===== src/rtl/mx_alu_scheduler.sv =====
// Round-robin scheduler sharing one MXINT8 ALU among NUM_REQ requesters, one op in flight.
// Optional WAIT watchdog enabled by defining MX_ALU_SCHED_TIMEOUT_EN.
module mx_alu_scheduler #(
   parameter int NUM_REQ = 2,
   parameter int OP_W    = 3,
   parameter int ADDR_W  = 5,
   parameter int TAG_W   = 4,
   parameter int TIMEOUT = 64
) (
   input  logic                        clk,
   input  logic                        rst,
   input  logic [NUM_REQ-1:0]          req_valid,
   output logic [NUM_REQ-1:0]          req_ready,
   input  logic [NUM_REQ*OP_W-1:0]     req_op,
   input  logic [NUM_REQ*ADDR_W-1:0]   req_src_a,
   input  logic [NUM_REQ*ADDR_W-1:0]   req_src_b,
   input  logic [NUM_REQ*ADDR_W-1:0]   req_dst,
   input  logic [NUM_REQ*TAG_W-1:0]    req_tag,
   output logic                        alu_start,
   output logic [OP_W-1:0]             alu_op,
   output logic [ADDR_W-1:0]           alu_src_a,
   output logic [ADDR_W-1:0]           alu_src_b,
   output logic [ADDR_W-1:0]           alu_dst,
   input  logic                        alu_done,
   input  logic [1:0]                  alu_status,
   output logic                        rsp_valid,
   input  logic                        rsp_ready,
   output logic [$clog2(NUM_REQ)-1:0]  rsp_id,
   output logic [TAG_W-1:0]            rsp_tag,
   output logic [2:0]                  rsp_status,
   output logic [15:0]                 ops_done
);

   localparam int          ID_W = $clog2(NUM_REQ);
   localparam int unsigned NR   = NUM_REQ;

   if (NUM_REQ < 2 || NUM_REQ > 8 || TIMEOUT < 1) begin : g_param_check
      $error("mx_alu_scheduler: parameter out of range");
   end

   typedef enum logic [1:0] {
      S_IDLE,
      S_ISSUE,
      S_WAIT,
      S_RESP
   } state_t;

   state_t              state_q, state_d;
   logic [ID_W-1:0]     rr_ptr_q, rr_ptr_d;
   logic [ID_W-1:0]     gnt_q, gnt_d;
   logic [OP_W-1:0]     op_q, op_d;
   logic [ADDR_W-1:0]   src_a_q, src_a_d;
   logic [ADDR_W-1:0]   src_b_q, src_b_d;
   logic [ADDR_W-1:0]   dst_q, dst_d;
   logic [TAG_W-1:0]    tag_q, tag_d;
   logic [2:0]          status_q, status_d;
   logic [15:0]         ops_q, ops_d;

`ifdef MX_ALU_SCHED_TIMEOUT_EN
   localparam int WD_W = $clog2(TIMEOUT + 1);
   logic [WD_W-1:0]     wd_q, wd_d;
`endif

   logic                grant_found;
   logic [ID_W-1:0]     grant_idx;
   logic [ID_W-1:0]     cand;
   int unsigned         rr_idx;
   int unsigned         base;
   logic [OP_W-1:0]     sel_op;
   logic [ADDR_W-1:0]   sel_src_a;
   logic [ADDR_W-1:0]   sel_src_b;
   logic [ADDR_W-1:0]   sel_dst;
   logic [TAG_W-1:0]    sel_tag;

   // First valid requester scanning upward from rr_ptr, wrapping at NUM_REQ.
   always_comb begin
      grant_found = 1'b0;
      grant_idx   = '0;
      rr_idx      = '0;
      cand        = '0;
      for (int unsigned i = 0; i < NR; i++) begin
         rr_idx = 32'(rr_ptr_q) + i;
         if (rr_idx >= NR) rr_idx = rr_idx - NR;
         cand = ID_W'(rr_idx);
         if (!grant_found && req_valid[cand]) begin
            grant_found = 1'b1;
            grant_idx   = cand;
         end
      end
   end

   always_comb begin
      base      = 32'(grant_idx);
      sel_op    = req_op[base*OP_W +: OP_W];
      sel_src_a = req_src_a[base*ADDR_W +: ADDR_W];
      sel_src_b = req_src_b[base*ADDR_W +: ADDR_W];
      sel_dst   = req_dst[base*ADDR_W +: ADDR_W];
      sel_tag   = req_tag[base*TAG_W +: TAG_W];
   end

   always_comb begin
      req_ready = '0;
      if (state_q == S_IDLE && grant_found && !rst) req_ready[grant_idx] = 1'b1;
   end

   always_comb begin
      state_d   = state_q;
      rr_ptr_d  = rr_ptr_q;
      gnt_d     = gnt_q;
      op_d      = op_q;
      src_a_d   = src_a_q;
      src_b_d   = src_b_q;
      dst_d     = dst_q;
      tag_d     = tag_q;
      status_d  = status_q;
      ops_d     = ops_q;
      alu_start = 1'b0;
      rsp_valid = 1'b0;
`ifdef MX_ALU_SCHED_TIMEOUT_EN
      wd_d      = wd_q;
`endif
      case (state_q)
         S_IDLE: begin
            if (grant_found) begin
               gnt_d    = grant_idx;
               op_d     = sel_op;
               src_a_d  = sel_src_a;
               src_b_d  = sel_src_b;
               dst_d    = sel_dst;
               tag_d    = sel_tag;
               rr_ptr_d = (grant_idx == ID_W'(NUM_REQ - 1)) ? '0 : grant_idx + 1'b1;
               state_d  = S_ISSUE;
            end
         end
         S_ISSUE: begin
            alu_start = !rst;
            state_d   = S_WAIT;
`ifdef MX_ALU_SCHED_TIMEOUT_EN
            wd_d      = '0;
`endif
         end
         S_WAIT: begin
            // A completion arriving in the expiry cycle still reports normal status.
            if (alu_done) begin
               status_d = {1'b0, alu_status};
               state_d  = S_RESP;
            end
`ifdef MX_ALU_SCHED_TIMEOUT_EN
            else if (wd_q == WD_W'(TIMEOUT - 1)) begin
               status_d = 3'b100;
               state_d  = S_RESP;
            end else begin
               wd_d = wd_q + 1'b1;
            end
`endif
         end
         S_RESP: begin
            rsp_valid = !rst;
            if (rsp_ready) begin
               if (ops_q != 16'hFFFF) ops_d = ops_q + 16'd1;
               state_d = S_IDLE;
            end
         end
         default: state_d = S_IDLE;
      endcase
   end

   always_ff @(posedge clk) begin
      if (rst) begin
         state_q  <= S_IDLE;
         rr_ptr_q <= '0;
         gnt_q    <= '0;
         op_q     <= '0;
         src_a_q  <= '0;
         src_b_q  <= '0;
         dst_q    <= '0;
         tag_q    <= '0;
         status_q <= '0;
         ops_q    <= '0;
`ifdef MX_ALU_SCHED_TIMEOUT_EN
         wd_q     <= '0;
`endif
      end else begin
         state_q  <= state_d;
         rr_ptr_q <= rr_ptr_d;
         gnt_q    <= gnt_d;
         op_q     <= op_d;
         src_a_q  <= src_a_d;
         src_b_q  <= src_b_d;
         dst_q    <= dst_d;
         tag_q    <= tag_d;
         status_q <= status_d;
         ops_q    <= ops_d;
`ifdef MX_ALU_SCHED_TIMEOUT_EN
         wd_q     <= wd_d;
`endif
      end
   end

   assign alu_op     = op_q;
   assign alu_src_a  = src_a_q;
   assign alu_src_b  = src_b_q;
   assign alu_dst    = dst_q;
   assign rsp_id     = gnt_q;
   assign rsp_tag    = tag_q;
   assign rsp_status = status_q;
   assign ops_done   = ops_q;

endmodule


===== config.mk =====
export PLATFORM = sky130hd
export DESIGN_NAME = mx_alu_scheduler
export DESIGN_NICKNAME = d
export VERILOG_FILES = /design/src/rtl/mx_alu_scheduler.sv
export SDC_FILE = /design/constraint.sdc
export NUM_CORES = 1
export LEC_CHECK = 0
export CAP_MARGIN = 10
export CORE_MARGIN = 5
export CORE_UTILIZATION = 40
export DETAILED_ROUTE_END_ITERATION = 8
export GPL_TIMING_DRIVEN = 0
export PLACE_DENSITY = 0.8
export SYNTH_ARGS = -nofsm -noshare
export SYNTH_HDL_FRONTEND = slang
export SYNTH_SLANG_ARGS = --single-unit

===== constraint.sdc =====
create_clock -name clk -period 2.1 [get_ports clk]
set_input_delay 0.42 -clock clk [delete_from_list [all_inputs] [get_ports clk]]
set_output_delay 0.42 -clock clk [all_outputs]
set_load 0.05 [all_outputs]

==> key figures, run 1 <==
Outcome
  • Status: finished, final reports clean

Logic synthesis
  • Main combinational cell family by area after synthesis: simple AND/OR/NAND/NOR gates
  • Synth Area in Compound Gates: 0.214
  • Syn Std Cell Area: 0.00197 mm²
  • Multiplexer area fraction after synthesis: 0.0222
  • Xor and xnor area share after synthesis: 0
  • Synthesized instance count: roughly 220
  • Yosys warnings: 0
  • Area share of and/or/nand/nor cells after synthesis: 0.231
  • Netlist cell types: 36
  • Seq/Total Area, Yosys: 0.446
  • Mapped Avg Cell Area: 8.93 µm²
  • FF+latch count, synth: 44
  • Adder-Cell Fraction of Synth Area: 0.0317
  • Syn Nets: 278

Route
  • Via Count: 2094
  • DR iter-0 viols: about 130
  • Routed wire per std cell: 14.9 µm
  • Pre-antenna DRT Iters: 4
  • WL met2: 2760 µm
  • WL met3: 561 µm
  • Routed Wire Length: 5850 µm
  • Vias per cell: 5.33
  • Uppermost layer routed: met4
  • WL met1: 2440 µm
  • Antenna violation net count after detailed routing: 0
  • Detailed-route DRC error count: 0

Hold path
  • Hold path depth: 2
  • Hold Crit Class: reg -> reg

Power
  • Combinational Power Share: 0.478
  • Power Density: a little under 1000 mW/mm²
  • Pleak: 1.20 nW
  • Maximum VDD drop: 0.000655 V
  • Switching share of power: 0.421
  • Switching power: 0.00132 W
  • Int Power: 0.00181 W
  • Clock share of power: 0.175
  • Flop pwr share: 0.347

CTS
  • Clock Latency Late Sink: 0.30 ns
  • Cts hold-fix bufs: 0
  • TritonCTS Sinks: 44
  • Root Buffer: clkbuf_8
  • Worst-path clk slew: 0.08 ns
  • CTS Buf Count: 5
  • Clk buf depth: 2
  • TritonCTS clock tree: built
  • Htree depth: 2

Global routing
  • Pin count of the biggest net entering global routing: 13
  • Total track usage: 0.186
  • GRT Residual Overflow: 0
  • Vias in the first global route: 2028
  • Initial antenna violation count: 0
  • First-pass GRT wire length: between 9000 and 10000 µm

STA
  • Final worst-path cycle share: 0.978
  • Tightest Pin Transition: between 0.5 and 0.6 ns
  • Slew HR: 0.648
  • Unrepaired setup endpoints after global routing: false
  • Clock Skews: 0.00767 ns
  • # setup viols final: 0
  • Final Critical Period: 2.05 ns
  • Final Slew Violations: 0
  • Setup total negative slack: 0 ns
  • Hold Vio Cnt, Final: 0
  • Fmax: ~490 MHz

Worst setup path
  • CP top delay family: buffers and inverters
  • Worst Reg2Reg Path Length in Cells: 5
  • CP Cell Sequence: clkdlybuf4s50_1
  • Max incr delay on CP: 0.86 ns
  • Worst Path Arrival: 1.63 ns
  • CP Capture Type: primary output
  • Critical path class: reg -> out
  • Worst EP required: 1.68 ns
  • Buf/Inv on CP: 1
  • CP Launch Type: flop
  • CP max-delay cell: clkdlybuf4s50_1
  • Crit path max fanout: 7
  • Critical Path Stages: 1

Layout
  • Fin nets: 382
  • Post-layout instance count excluding filler cells: between 300 and 400
  • N_diodes: 0
  • Most common cell after layout, fill and taps aside: clkdlybuf4s50_1
  • Synth-to-Final Area Change: 59.5%
  • Share of post-route cells with drive strength above 1: 0.0920
  • Most frequent cells in the layout: clkdlybuf4s50_1 (89), dfxtp_1 (44), nand2_1 (28), nor2_1 (24), a222oi_1 (15)

Die
  • # IOs: 98
  • Initial Util: 0.415
  • Standard-cell rows: 25
  • Die height: 80.2 µm
  • CORE AREA: 0.00475 mm²
  • Die W: about 80 µm
  • DIE AREA: ~0.0064 mm²

Placement
  • Port bufs: 95
  • Placed Cells: roughly 380
  • Routability Congestion: 0.862
  • Detailed placement HPWL: 4410 µm

Run
  • MaxCap Viol Count: 0
==> layout make-up <==
| type | instances | area, µm² |
|---|---|---|
| clock buffer | 8 | 90.1 |
| fill | 419 | 1610 |
| buffer | 13 | 81.3 |
| inverter | 7 | 26.3 |
| tap | 67 | 83.8 |
| timing repair buffer | 97 | 973 |
| multi-input combinational | 157 | 1010 |
| sequential | 44 | 881 |
==> worst register-to-register path: stages, from the launching register on <==
cell and delay [ns]:
dfxtp_1 0.39, ha_1 0.30, and4_1 0.26, nand2_1 0.19, or4_2 0.59, a21oi_1 0.17
==> routing by layer <==
layer  up-vias  GRT usage
li1       1031          -
met1       974      0.203
met2        78      0.318
met3        11     0.0796
met4         0     0.0676
met5         -          0
==> power groups by stage <==
stage | Combinational (W) | Clock (W) | Sequential [W]
5_1_grt | 0.00160 | 0.000596 | 0.00111
2_1_floorplan | 0.000544 | 0 | 0.00151
4_1_cts | 0.00150 | 0.000557 | 0.00109
6_report | 0.00149 | 0.000548 | 0.00109
3_5_place_dp | 0.00146 | 0 | 0.00110
3_3_place_gp | 0.00144 | 0 | 0.00109
==> final timing paths <==
kind                                    from      endpoint  slack (ns)
worst max-delay path             ops_done[3]   ops_done[3]        0.05
worst min-delay path            alu_src_a[1]  alu_src_a[1]        0.44
worst max register to register    state_q[0]   ops_done[7]        0.14
worst min register to register  alu_src_a[1]  alu_src_a[1]        0.44
==> synthesized netlist by cell type, drive strengths merged <==
cell / count / area (µm²)
conb: 1 / 3.75
a22oi: 8 / 60.1
and4: 2 / 17.5
dfxtp: 44 / 881
a31oi: 1 / 6.26
nand2: 28 / 105
nand3: 4 / 20.0
clkbuf: 6 / 22.5
nand4: 6 / 52.6
a21o: 2 / 15.0
ha: 5 / 62.6
o41ai: 2 / 17.5
o31ai: 3 / 22.5
mux2i: 1 / 10.0
inv: 7 / 26.3
a211oi: 4 / 40.0
nor4: 5 / 31.3
a21oi: 14 / 70.1
dlygate4sd1: 1 / 8.76
o21ai: 8 / 40.0
nor3: 1 / 5.00
nor2: 24 / 90.1
or4: 4 / 31.3
a222oi: 15 / 150
buf: 6 / 47.5
or3: 7 / 46.3
mux2: 3 / 33.8
nor2b: 8 / 50.1
or2: 1 / 6.26
==> repair_timing <==
action	in CTS	in global routing
setup endpoints to repair	4	14
pin swaps	2	0
gates resized for setup	20	8
buffers inserted	2	0
==> logic make-up (layout without fill, tap and decap cells) <==
| family | Yosys count | after routing |
|---|---|---|
| muxes | 4 | 4 |
| adders and majority gates | 5 | 5 |
| other | 1 | 1 |
| buffers and inverters | 20 | 125 |
| DFF | 44 | 44 |
| and+or+nand+nor | 90 | 90 |
| AOI/OAI and AO/OA | 57 | 57 |
==> state kept, by name, indices dropped and copies added, names as in the netlist <==
name	cells
alu_op	3
rsp_id	1
rr_ptr_q	1
alu_src_b	5
state_q	2
alu_src_a	5
rsp_status	2
ops_done	16
alu_dst	5
rsp_tag	4
==> stage by stage <==
stage           util  cell area [µm²]  hold WS (ns)  total power [W]  setup slack, ns
2_1_floorplan      -             1970         0.492          0.00205           0.0444
3_3_place_gp   0.633             3010         0.425          0.00254           -0.885
3_5_place_dp   0.633             3010         0.432          0.00256           -0.898
4_1_cts        0.658             3130         0.444          0.00314           0.0146
5_1_grt        0.662             3150         0.475          0.00331         0.000172
6_report       0.662             3150         0.442          0.00313           0.0468
(Power assumes the default switching activity.)
==> inputs of run 2 (changes only) <==
CAP_MARGIN = 20   (was 10)
SETUP_SLACK_MARGIN = 0.02   (was not set)
SKIP_CTS_REPAIR_TIMING = 1   (was not set)
==> run 2 against run 1 <==
Effect of this change:
- register-to-register slack better by 0.09 ns
- clock power hardly changed
- total power up 2.1%
- critical path type unchanged
- largest power group unchanged
- highest routed layer unchanged
==> key figures, run 2 (synthesis results as in run 1) <==
Placement
  • Setup WS pre-CTS: -0.898 ns (unchanged)
  • Placed Cells: 383 (unchanged)
  • Port bufs: 95 (unchanged)
  • Routability Congestion: 0.862 (unchanged)
  • Detailed placement HPWL: 4410 µm (unchanged)

CTS
  • Htree depth: 2 (unchanged)
  • Worst-path clk slew: 0.08 ns (about the same)
  • Clk buf depth: 2 (unchanged)
  • TritonCTS clock tree: built
  • Clock Latency Late Sink: 0.30 ns (about the same)
  • TritonCTS Sinks: 44 (unchanged)
  • Root Buffer: clkbuf_8
  • CTS Buf Count: 5 (unchanged)

Global routing
  • First-pass GRT wire length: 9140 µm (-1.6%)
  • Total track usage: 0.182 (-0.00333)
  • Pin count of the biggest net entering global routing: 13 (unchanged)
  • Initial antenna violation count: 0 (unchanged)
  • Vias in the first global route: 2015 (-0.64%)
  • GRT Residual Overflow: 0 (unchanged)

STA
  • WHS: 0.442 ns (-0.000175 ns)
  • Hold Vio Cnt, Final: 0 (unchanged)
  • Slew HR: 0.647 (about the same)
  • Fmax: 496 MHz (+1.8%)
  • Final worst-path cycle share: 0.960 (-0.0177)
  • Final Slew Violations: 0 (unchanged)
  • Clock Skews: 0.00476 ns (-0.00291 ns)
  • Tightest Pin Transition: 0.528 ns (+0.000471 ns)
  • Final Critical Period: 2.02 ns (-0.0371 ns)
  • Unrepaired setup endpoints after global routing: false
  • # setup viols final: 0 (unchanged)
  • PnR worst setup slack: 0.0839 ns (+0.0371 ns)

Route
  • DR iter-0 viols: 181 (+36%)
  • Via Count: 2132 (+1.8%)
  • Detailed-route DRC error count: 0 (unchanged)
  • Routed Wire Length: 5950 µm (+1.6%)
  • Antenna violation net count after detailed routing: 0 (unchanged)
  • Pre-antenna DRT Iters: 8 (+4)
  • Vias per cell: 5.36 (+0.54%)
  • Routed wire per std cell: 14.9 µm (+0.35%)

Die
  • Standard-cell rows: 25 (unchanged)
  • CORE AREA: 0.00475 mm² (unchanged)
  • # IOs: 98 (unchanged)
  • DIE AREA: 0.00644 mm² (unchanged)
  • Initial Util: 0.415 (unchanged)
  • Die height: 80.2 µm (unchanged)
  • Die W: 80.2 µm (unchanged)

Layout
  • Fin nets: 387 (+1.3%)
  • Layout Utilization: 0.674 (+0.0118)
  • Share of post-route cells with drive strength above 1: 0.118 (+0.0258)
  • N_diodes: 0 (unchanged)
  • Synth-to-Final Area Change: 62.3%
  • Most common cell after layout, fill and taps aside: clkdlybuf4s50_1
  • Post-layout instance count excluding filler cells: 398 (+1.3%)
  • Max reg flops: 16 (unchanged)
  • Most frequent cells in the layout: clkdlybuf4s50_1 (86), dfxtp_1 (42), nand2_1 (28), nor2_1 (24), a222oi_1 (15)

Worst setup path
  • CP Launch Type: flop
  • CP Capture Type: primary output
  • Worst EP required: 1.68 ns (about the same)
  • Critical path class: reg -> out
  • Worst Path Arrival: 1.60 ns (-0.03 ns)
  • Crit path max fanout: 7 (unchanged)

Run
  • MaxCap Viol Count: 0 (unchanged)

Hold path
  • Hold Crit Class: reg -> reg

Power
  • Maximum VDD drop: 0.000666 V (+1.6%)
  • Pleak: 1.29 nW (+7.7%)
  • Power Density: 998 mW/mm² (+0.29%)
  • Final Power: 0.00320 W (+2.1%)

Outcome
  • Status: finished, final reports clean
run 2: changes by cell type in the layout (fill, tap and decap cells not counted), sizes merged:
cell	before	now
buf	10	15
clkdlybuf4s50	89	86
dlymetal6s2s	2	6
dlygate4sd2	1	0
clkbuf	14	15
clkdlybuf4s15	1	0
run 2: layout make-up:
type | count | area (µm²)
Tap cell | 67 | 83.8
Clock buffer | 8 | 90.1
Fill cell | 400 | 1550
Timing Repair Buffer | 102 | 1020
Buffer | 13 | 80.1
Inverter | 7 | 26.3
Multi-Input combinational cell | 157 | 1020
Sequential cell | 44 | 883
run 2: final timing paths:
check                             startpoint            to  slack [ns]  cells after the start
worst max-delay path              state_q[0]  req_ready[0]        0.08                      5
worst min-delay path            alu_src_a[1]  alu_src_a[1]        0.44                      2
worst max register to register    state_q[0]   ops_done[7]        0.23                      5
worst min register to register  alu_src_a[1]  alu_src_a[1]        0.44                      2
run 2: power breakdown:
part           internal (W)  switching [W]
Combinational      0.000600       0.000948
Sequential         0.000991       0.000106
Clock              0.000269       0.000282
run 2: stage by stage:
stage	area [µm²]	TNS [ns]
3_5_place_dp	3010	-3.24
4_1_cts	3100	-2.24
6_report	3200	0
3_3_place_gp	3010	-3.22
2_1_floorplan	1970	0
5_1_grt	3200	0
run 2: layer usage:
metal | track usage | share of wire | vias to the layer above
met5 | 0 | 0 | -
met4 | 0.0676 | 0.015 | 0
met3 | 0.0796 | 0.095 | 10
met2 | 0.309 | 0.48 | 77
met1 | 0.201 | 0.41 | 1004
li1 | - | - | 1041
run 2: worst max-delay path, cell delays in order, from the launching register on:
cell and delay, ns:
dfxtp_2 0.35, inv_2 0.08, ha_4 0.15, nand2_1 0.10
a211oi_4 0.40, buf_6 0.22
==> inputs of run 3 (changes only) <==
CAP_MARGIN = 15   (was 20)
==> results of run 3 <==
The final DEF is identical to that of run 2; final timing and power are the same.
